$ cat config.mk
export PLATFORM = sky130hd
export DESIGN_NAME = bmp_draw_sequencer
export DESIGN_NICKNAME = d
export VERILOG_FILES = /design/src/rtl/bmp_draw_sequencer.sv
export SDC_FILE = /design/constraint.sdc
export NUM_CORES = 1
export LEC_CHECK = 0
export CORE_MARGIN = 4
export CORE_UTILIZATION = 60
export DETAILED_ROUTE_END_ITERATION = 8
export MAX_ROUTING_LAYER = met4
export PLACE_DENSITY = 0.82
export SYNTH_ARGS = -nofsm -noshare
export SYNTH_HDL_FRONTEND = slang
export SYNTH_SLANG_ARGS = --single-unit
export TNS_END_PERCENT = 5
$ cat constraint.sdc
create_clock -name clk -period 11.5 [get_ports clk]
set_clock_uncertainty 0.1 [all_clocks]
set_input_delay 2.875 -clock clk [delete_from_list [all_inputs] [get_ports clk]]
set_output_delay 2.875 -clock clk [all_outputs]
set_load 0.03 [all_outputs]
$ cat src/rtl/bmp_draw_sequencer.sv
// bmp_draw_sequencer
// Memory-mapped draw-command queue and issue sequencer for the BMP/font
// placement engine. The CPU writes X, Y and CMD registers; every CMD write
// pushes {x, y, img/fnt, indx} into a circular FIFO. A small FSM hands one
// command at a time to the engine with a single-cycle add_img/add_fnt pulse,
// then follows the engine's busy handshake (with a timeout on the rising edge).
// Optional build macro: BMP_SEQ_AUTOADV_EN (font pushes advance Xreg by FONT_W).
module bmp_draw_sequencer #(
  parameter logic [15:0] BASE_ADDR   = 16'hC008,
  parameter int unsigned FIFO_DEPTH  = 8,
  parameter int unsigned ACK_TIMEOUT = 15,
  parameter logic [9:0]  FONT_W      = 10'd8
) (
  input  logic        clk,
  input  logic        rst,
  input  logic        bmp_sel,
  input  logic [15:0] addr,
  input  logic [15:0] databus,
  output logic [15:0] status,
  input  logic        plc_busy,
  output logic        add_img,
  output logic        add_fnt,
  output logic [4:0]  image_indx,
  output logic [5:0]  fnt_indx,
  output logic [9:0]  xloc,
  output logic [8:0]  yloc
);

  localparam int unsigned AW = $clog2(FIFO_DEPTH);
  localparam int unsigned CW = $clog2(ACK_TIMEOUT + 1);

  localparam logic [AW:0]   PTR_ONE    = {{AW{1'b0}}, 1'b1};
  localparam logic [AW:0]   PTR_ZERO   = {(AW + 1){1'b0}};
  localparam logic [CW-1:0] CNT_ONE    = CW'(1);
  localparam logic [CW-1:0] CNT_ZERO   = CW'(0);
  localparam logic [CW-1:0] CNT_LOAD   = CW'(ACK_TIMEOUT);
  localparam logic [15:0]   STATUS_RST = 16'h0004;

  // One queued draw command; 26 bits wide.
  typedef struct packed {
    logic [9:0] x;
    logic [8:0] y;
    logic       img;
    logic [5:0] idx;
  } entry_t;

  typedef enum logic [1:0] {
    S_IDLE      = 2'd0,
    S_ISSUE     = 2'd1,
    S_WAIT_ACK  = 2'd2,
    S_WAIT_DONE = 2'd3
  } state_t;

  // Pointers carry one extra MSB: equal low bits with differing MSB means full.
  function automatic logic ptr_full(input logic [AW:0] wr, input logic [AW:0] rd);
    return (wr[AW] != rd[AW]) && (wr[AW-1:0] == rd[AW-1:0]);
  endfunction

  function automatic logic ptr_empty(input logic [AW:0] wr, input logic [AW:0] rd);
    return (wr == rd);
  endfunction

  state_t        state_q, state_d;
  logic [CW-1:0] cnt_q, cnt_d;
  logic          add_img_q, add_img_d;
  logic          add_fnt_q, add_fnt_d;
  logic [9:0]    xloc_q, xloc_d;
  logic [8:0]    yloc_q, yloc_d;
  logic [4:0]    img_idx_q, img_idx_d;
  logic [5:0]    fnt_idx_q, fnt_idx_d;
  logic          err_to_q, err_to_d;
  logic          ovf_q, ovf_d;
  logic [9:0]    xreg_q, xreg_d;
  logic [8:0]    yreg_q, yreg_d;
  logic [AW:0]   wr_ptr_q, wr_ptr_d;
  logic [AW:0]   rd_ptr_q, rd_ptr_d;
  logic [15:0]   status_q, status_d;
  entry_t        fifo_mem_q [FIFO_DEPTH];

  logic   sel_x_s, sel_y_s, sel_cmd_s, sel_stat_s;
  logic   fifo_empty_s, fifo_full_s;
  logic   pop_s, push_ok_s;
  entry_t cmd_entry_s, head_s;
  logic   unused_bits_s;

  // Bus decode: one strobe per register slot.
  always_comb begin
    sel_x_s    = bmp_sel && (addr == BASE_ADDR);
    sel_y_s    = bmp_sel && (addr == (BASE_ADDR + 16'd1));
    sel_cmd_s  = bmp_sel && (addr == (BASE_ADDR + 16'd2));
    sel_stat_s = bmp_sel && (addr == (BASE_ADDR + 16'd3));
  end

  assign unused_bits_s = ^databus[15:10];

  // FIFO flags, head entry and the entry a CMD write would push (uses pre-write X/Y).
  always_comb begin
    fifo_empty_s = ptr_empty(wr_ptr_q, rd_ptr_q);
    fifo_full_s  = ptr_full(wr_ptr_q, rd_ptr_q);
    head_s       = fifo_mem_q[rd_ptr_q[AW-1:0]];
    cmd_entry_s  = '{x: xreg_q, y: yreg_q, img: databus[0], idx: databus[6:1]};
    pop_s        = (state_q == S_ISSUE);
    push_ok_s    = sel_cmd_s && (!fifo_full_s || pop_s);
  end

  // X/Y position registers, with optional glyph auto-advance on accepted font pushes.
  always_comb begin
    xreg_d = xreg_q;
    yreg_d = yreg_q;
    if (sel_x_s) begin
      xreg_d = databus[9:0];
    end
`ifdef BMP_SEQ_AUTOADV_EN
    else if (push_ok_s && !databus[0]) begin
      xreg_d = xreg_q + FONT_W;
    end
`endif
    else begin
      xreg_d = xreg_q;
    end
    if (sel_y_s) begin
      yreg_d = databus[8:0];
    end else begin
      yreg_d = yreg_q;
    end
  end

  // FIFO pointer advance and the sticky overflow flag (a full push survives only alongside a pop).
  always_comb begin
    wr_ptr_d = wr_ptr_q;
    rd_ptr_d = rd_ptr_q;
    ovf_d    = ovf_q;
    if (pop_s) begin
      rd_ptr_d = rd_ptr_q + PTR_ONE;
    end else begin
      rd_ptr_d = rd_ptr_q;
    end
    if (push_ok_s) begin
      wr_ptr_d = wr_ptr_q + PTR_ONE;
    end else begin
      wr_ptr_d = wr_ptr_q;
    end
    if (sel_cmd_s && !push_ok_s) begin
      ovf_d = 1'b1;
    end else if (sel_stat_s && databus[3]) begin
      ovf_d = 1'b0;
    end else begin
      ovf_d = ovf_q;
    end
  end

  // Issue FSM next state; issue outputs are loaded on the edge into ISSUE so they are registered.
  always_comb begin
    state_d   = state_q;
    cnt_d     = cnt_q;
    add_img_d = 1'b0;
    add_fnt_d = 1'b0;
    xloc_d    = xloc_q;
    yloc_d    = yloc_q;
    img_idx_d = img_idx_q;
    fnt_idx_d = fnt_idx_q;
    if (sel_stat_s && databus[4]) begin
      err_to_d = 1'b0;
    end else begin
      err_to_d = err_to_q;
    end
    case (state_q)
      S_IDLE: begin
        if (!fifo_empty_s && !plc_busy) begin
          state_d   = S_ISSUE;
          add_img_d = head_s.img;
          add_fnt_d = !head_s.img;
          xloc_d    = head_s.x;
          yloc_d    = head_s.y;
          img_idx_d = head_s.idx[4:0];
          fnt_idx_d = head_s.idx;
        end else begin
          state_d = S_IDLE;
        end
      end
      S_ISSUE: begin
        state_d = S_WAIT_ACK;
        cnt_d   = CNT_LOAD;
      end
      S_WAIT_ACK: begin
        if (plc_busy) begin
          state_d = S_WAIT_DONE;
        end else if (cnt_q <= CNT_ONE) begin
          state_d  = S_IDLE;
          cnt_d    = CNT_ZERO;
          err_to_d = 1'b1;
        end else begin
          cnt_d = cnt_q - CNT_ONE;
        end
      end
      S_WAIT_DONE: begin
        if (!plc_busy) begin
          state_d = S_IDLE;
        end else begin
          state_d = S_WAIT_DONE;
        end
      end
      default: begin
        state_d = S_IDLE;
      end
    endcase
  end

  // Status word assembled from next-state values so the registered copy is current.
  always_comb begin
    status_d = {10'b0, err_to_d, ovf_d, ptr_full(wr_ptr_d, rd_ptr_d),
                ptr_empty(wr_ptr_d, rd_ptr_d), (state_d != S_IDLE), 1'b0};
  end

  // FSM state, timeout counter and all issue-side outputs.
  always_ff @(posedge clk) begin
    if (rst) begin
      state_q   <= S_IDLE;
      cnt_q     <= CNT_ZERO;
      add_img_q <= 1'b0;
      add_fnt_q <= 1'b0;
      xloc_q    <= 10'd0;
      yloc_q    <= 9'd0;
      img_idx_q <= 5'd0;
      fnt_idx_q <= 6'd0;
      err_to_q  <= 1'b0;
    end else begin
      state_q   <= state_d;
      cnt_q     <= cnt_d;
      add_img_q <= add_img_d;
      add_fnt_q <= add_fnt_d;
      xloc_q    <= xloc_d;
      yloc_q    <= yloc_d;
      img_idx_q <= img_idx_d;
      fnt_idx_q <= fnt_idx_d;
      err_to_q  <= err_to_d;
    end
  end

  // Register file, FIFO pointers, overflow flag and status word.
  always_ff @(posedge clk) begin
    if (rst) begin
      xreg_q   <= 10'd0;
      yreg_q   <= 9'd0;
      wr_ptr_q <= PTR_ZERO;
      rd_ptr_q <= PTR_ZERO;
      ovf_q    <= 1'b0;
      status_q <= STATUS_RST;
    end else begin
      xreg_q   <= xreg_d;
      yreg_q   <= yreg_d;
      wr_ptr_q <= wr_ptr_d;
      rd_ptr_q <= rd_ptr_d;
      ovf_q    <= ovf_d;
      status_q <= status_d;
    end
  end

  // FIFO storage; contents are meaningless until the write pointer covers them.
  always_ff @(posedge clk) begin
    if (push_ok_s && !rst) begin
      fifo_mem_q[wr_ptr_q[AW-1:0]] <= cmd_entry_s;
    end
  end

  assign status     = status_q;
  assign add_img    = add_img_q;
  assign add_fnt    = add_fnt_q;
  assign image_indx = img_idx_q;
  assign fnt_indx   = fnt_idx_q;
  assign xloc       = xloc_q;
  assign yloc       = yloc_q;

endmodule
[Word level (Yosys, flattened, before mapping)]
Memory sizes are Yosys's and may differ from the RTL's. A register that Yosys moved wholly into a read port is not among the register bits.
Cells that the tools add are included.
Storage, ports and cells
  bits in registers: 83
  memory bits (writable): 208
  output and inout bits: 48
  memories: 1
Operators by class
  add/sub/neg operators: 3
  order comparisons: 1
  equality and inequality tests: 14
  multiplexer cells: 19
  bitwise gates (word level): 2
  reduce and logical (&&, ||, !) cells: 25
Memory list
  fifo_mem_q: depth 8, bits a word 26, rd ports 1, clocked after Yosys merged registers in 1, wr ports 1, line 78  | entry_t fifo_mem_q [FIFO_DEPTH];
Operator list (number)
  $eq A16 B16 Y1 const B: 4
  $mux W4: 4
  $logic_and A1 B1 Y1: 12
  $mux W1: 9
  $add A4 B1 Y4 const B: 2
  $eq A4 B4 Y1: 2
  $pmux W2 S4: 1
  $pmux W4 S2: 1
  $eq A3 B3 Y1: 2
  $logic_not A1 Y1: 6
  $mux W2: 3
  $eq A2 B2 Y1 const B: 2
  $le A4 B1 Y1 const B: 1
  $reduce_and A2 Y1: 2
  $reduce_bool A2 Y1: 2
  $sub A4 B1 Y4 const B: 1
  $mux W3: 1
  $reduce_or A3 Y1: 1
  $eq A2 B1 Y1 const B: 1
  $logic_not A2 Y1: 1
  $ne A1 B1 Y1: 2
  $ne A2 B2 Y1 const B: 1
  $not A1 Y1: 2
  $logic_or A1 B1 Y1: 1

[Logic depth before layout (Yosys ltp)]
  word-level depth: 8
  depth in mapped cells: 7
  gate-level depth less buffers: 7

[Least setup slack after synthesis]
OpenSTA, ideal clock, no wires.
  kind: input port to flip-flop
  start point: input addr[8]
  end point: memory fifo_mem_q[4][0] (netlist name) (enable)
  library setup time: 0.442 ns
  data arrival time: 5.982 ns
  required time: 10.958 ns
  path slack: 4.977 ns
  cell stages on the path: 5
  buffers on the path: 0
  path through: nor4b_1 -> nand4_1 -> a311o_1 -> or3b_1 -> nor3_1
Between the ends
  cells in the longest elaborated chain, start to end: 6
RTL lines
  from (decl): line 17  | input logic [15:0] addr,
  $eq A16 B16 Y1: line 90  | sel_cmd_s = bmp_sel && (addr == (BASE_ADDR + 16'd2));
  $logic_and A1 B1 Y1: line 90
  $logic_and A1 B1 Y1: line 103  | push_ok_s = sel_cmd_s && (!fifo_full_s || pop_s);
  $logic_and A1 B1 Y1: line 261  | if (push_ok_s && !rst) begin
  $mux W1: line 261
  $mux W1 (implied by the code): line 262  | fifo_mem_q[wr_ptr_q[AW-1:0]] <= cmd_entry_s;
  to (decl): line 78
No other way between the ends.

[Worst setup path after layout]
  start point: input addr[8]
  end point: memory fifo_mem_q[3][10] (netlist name) (enable)
Same word-level chain as after synthesis.

==> key figures <==
Power and ir drop
  • Pwr/cell area: 159 nW/um^2
  • Leakage power: 0.00420 uW
  • VDD IR max: 0.000152 V

Synth
  • Synth cell count leaders: edfxtp_1, nor2_1, dfxtp_1
  • Synth area leader: edfxtp_1
  • Synth area leaders: edfxtp_1, dfxtp_1, mux4_2
  • Netlist cell types: 47
  • Post-synthesis cell area: 10600 um^2
  • Async S/R FF share, synth: 0
  • Synth Flop Type: edfxtp_1
  • Ys Warns: 0
  • Syn Inst Count: 608
  • Sequential element share of the synthesized area: 0.712
  • Register bit total from synthesis: 273
  • EDFF count, synth: 208
  • Syn Area/Cell: 17.4 um^2
  • Most frequent cell after synthesis: edfxtp_1
  • Synth top area share: 0.590

STA
  • Final period utilization: 0.504
  • # setup viols final: 0
  • Peak Freq: 173 MHz
  • Fin crit period: 5790 ps
  • Setup TNS: 0 ps
  • Worst setup margin: 5710 ps
  • Fin. Hold Viols: 0
  • RSZ-0062 raised after global routing: false
  • Slew Limit Fails: 0
  • Slew @ Worst Pin: 1030 ps
  • Relative slew slack: 0.313

Critical path
  • CP required: 11590 ps
  • Startpoint types: input pin
  • Critical path, cell by cell: clkdlybuf4s50_1 > nor4b_1 > nand4_1 > a311o_1 > or3_1 > nor2_2 > buf_4
  • Arrival @ worst endpoint: 5890 ps
  • Slowest stage delay, CP: 630 ps
  • Reg2Reg Setup Slack: 8140 ps
  • CP max-delay cell: nor2_2
  • Reg2reg start: wr_ptr_q[2]
  • Critical path type: input pin to register
  • Setup crit end kind: register
  • Crit path from: addr[8]
  • Critical Path Fanout Max: 15

Run status
  • Run status: finished, final reports clean

Job
  • Max-cap check violation count: 0

Drt
  • Vias per cell: 6.10
  • DRC Markers: 0
  • Post-route ant nets: 0
  • Iter 0 DRT Violations: 500
  • Wire length per cell: 23.4 um
  • Pre-antenna DRT Iters: 5
  • Routed wire length: 21500 um
  • Vias: 5591

Global route
  • First-pass GRT wire length: 33500 um
  • Largest net degree at the start of global routing: 66
  • GRT Total Usage: 0.228
  • Antenna violations before repair: 0
  • Vias in the first global route: 5805
  • Grt total ovfl: 0

CTS
  • H-tree lvl count: 1
  • Post-CTS Setup Inserts: 0
  • Clk_lat worst skew: 530 ps
  • Post-CTS Resized: 0
  • CTS Buf Count: 26
  • CTS tree: built
  • CTS Hold Buffers Added: 0
  • Root buf cell: clkbuf_16
  • Reg clk slew, reported paths: 60 ps
  • Clock sinks: 273
  • Max Buffers Root-to-Sink: 3

Final layout
  • Inserted Diodes: 0
  • P&R area growth vs syn: 16.3%
  • Final net count: 712
  • Fill cell count: 1054
  • Share of cells above drive strength 1: 0.185

Floorplan
  • Core area: 17300 um^2
  • I/O pin cnt: 84
  • # rows: 48
  • Die area: 19800 um^2
  • Initial Utilization: 0.613
  • Die width: 141 um
  • Die height: 141 um

Placed design
  • DP Wirelength: 12000 um
  • DP Worst Slack: 5190 ps
  • GP Congestion: 0.788
  • IO Port Bufs: 66

Hold path
  • Worst hold start: xloc[3]
  • Hold WC Path Type: register to register
-- worst paths after layout --
kind	end	cells past startpoint
setup / recovery	fifo_mem_q[3][10]	7
hold / removal	xloc[3]	2
setup reg to reg	fifo_mem_q[3][10]	6
hold reg to reg	xloc[3]	2
-- power by group --
| group | leakage (uW) | internal [uW] | switching, uW |
|---|---|---|---|
| logic | 0.00114 | 10.0 | 16.8 |
| clock network | 0.000446 | 535 | 347 |
| registers | 0.00262 | 1050 | 0.00296 |
-- state kept, by name (all words and copies together) (netlist names), 2 cells and up --
name / cells
fifo_mem_q: 208
xloc: 10
xreg_q: 10
yloc: 9
yreg_q: 9
cnt_q: 4
image_indx: 4
rd_ptr_q: 4
status: 4
wr_ptr_q: 4
fnt_indx: 2
state_q: 2
-- cell type report --
type                       instances  area (um^2)  share of cell area
clock buffer                      36          769              0.0625
sequential                       273         7550               0.613
inverter                           4         15.0             0.00122
timing repair buffer              78          746              0.0605
clock inverter                    12          143              0.0116
tap                              225          282              0.0228
multi-input combinational        289         2810               0.228
-- cell usage in the layout (no fill, tap or decap), types with 2 or more instances in the layout --
| master | netlist | layout |
|---|---|---|
| buf_4 | 20 | 12 |
| and4b_1 | 2 | 2 |
| nand4_1 | 3 | 3 |
| a211oi_1 | 25 | 25 |
| mux2i_1 | 47 | 47 |
| mux4_2 | 52 | 52 |
| o21ai_0 | 3 | 3 |
| inv_1 | 4 | 4 |
| conb_1 | 1 | 11 |
| and2_1 | 2 | 2 |
| nor3_2 | 1 | 3 |
| a31oi_1 | 3 | 3 |
| or4_1 | 2 | 2 |
| nor4_1 | 3 | 3 |
| dfxtp_2 | 0 | 2 |
| ha_1 | 4 | 4 |
| xor2_2 | 2 | 2 |
| xnor2_1 | 9 | 9 |
| clkbuf_1 | 20 | 3 |
| clkinv_2 | 0 | 6 |
| nor3_1 | 5 | 3 |
| nor2_1 | 67 | 61 |
| and3_1 | 2 | 2 |
| nand3_1 | 2 | 2 |
| nand2_1 | 8 | 8 |
| a21oi_1 | 7 | 7 |
| nor2_2 | 0 | 6 |
| nand2b_1 | 3 | 3 |
| clkbuf_16 | 0 | 27 |
| or3_1 | 2 | 2 |
| clkdlybuf4s50_1 | 0 | 65 |
| clkinvlp_4 | 0 | 3 |
| edfxtp_1 | 208 | 208 |
| dfxtp_1 | 65 | 62 |
| bufinv_16 | 0 | 3 |
| xor2_1 | 5 | 5 |
| clkbuf_8 | 0 | 6 |
| nor4b_1 | 4 | 4 |
-- layer usage --
| metal | share of wire | GRT usage | vias to the layer above |
|---|---|---|---|
| li1 | - | - | 2474 |
| met1 | 0.39 | 0.289 | 2847 |
| met2 | 0.53 | 0.391 | 215 |
| met3 | 0.057 | 0.0302 | 55 |
| met4 | 0.028 | 0.0637 | 0 |
| met5 | 0 | - | - |
-- critical path: cells and delay by family --
kind / cells / cell delay [ps]
AO/OA/AOI/OAI: 1 / 470
buffers and inverters: 2 / 840
AND/OR/NAND/NOR: 4 / 1680
-- stage by stage --
| stage | cells | instance area, um^2 | hold WS (ps) | total power [uW] | utilization |
|---|---|---|---|---|---|
| floorplan | 618 | 10600 | 366 | 1080 | - |
| global placement | 869 | 11400 | 383 | 1100 | 0.660 |
| detailed placement | 869 | 11400 | 391 | 1100 | 0.660 |
| CTS | 917 | 12300 | 399 | 1970 | 0.712 |
| global route | 917 | 12300 | 417 | 2020 | 0.712 |
| finish | 917 | 12300 | 397 | 1960 | 0.712 |
-- kinds of logic after synthesis --
family,share of synthesized area
compound gates,0.0295
xor+xnor,0.0146
fa+ha+maj,0.00472
buf+inv,0.0282
flops,0.712
mux,0.156
other cells,0.000354
simple gates,0.0540
Power figures use the tool's default switching activity.
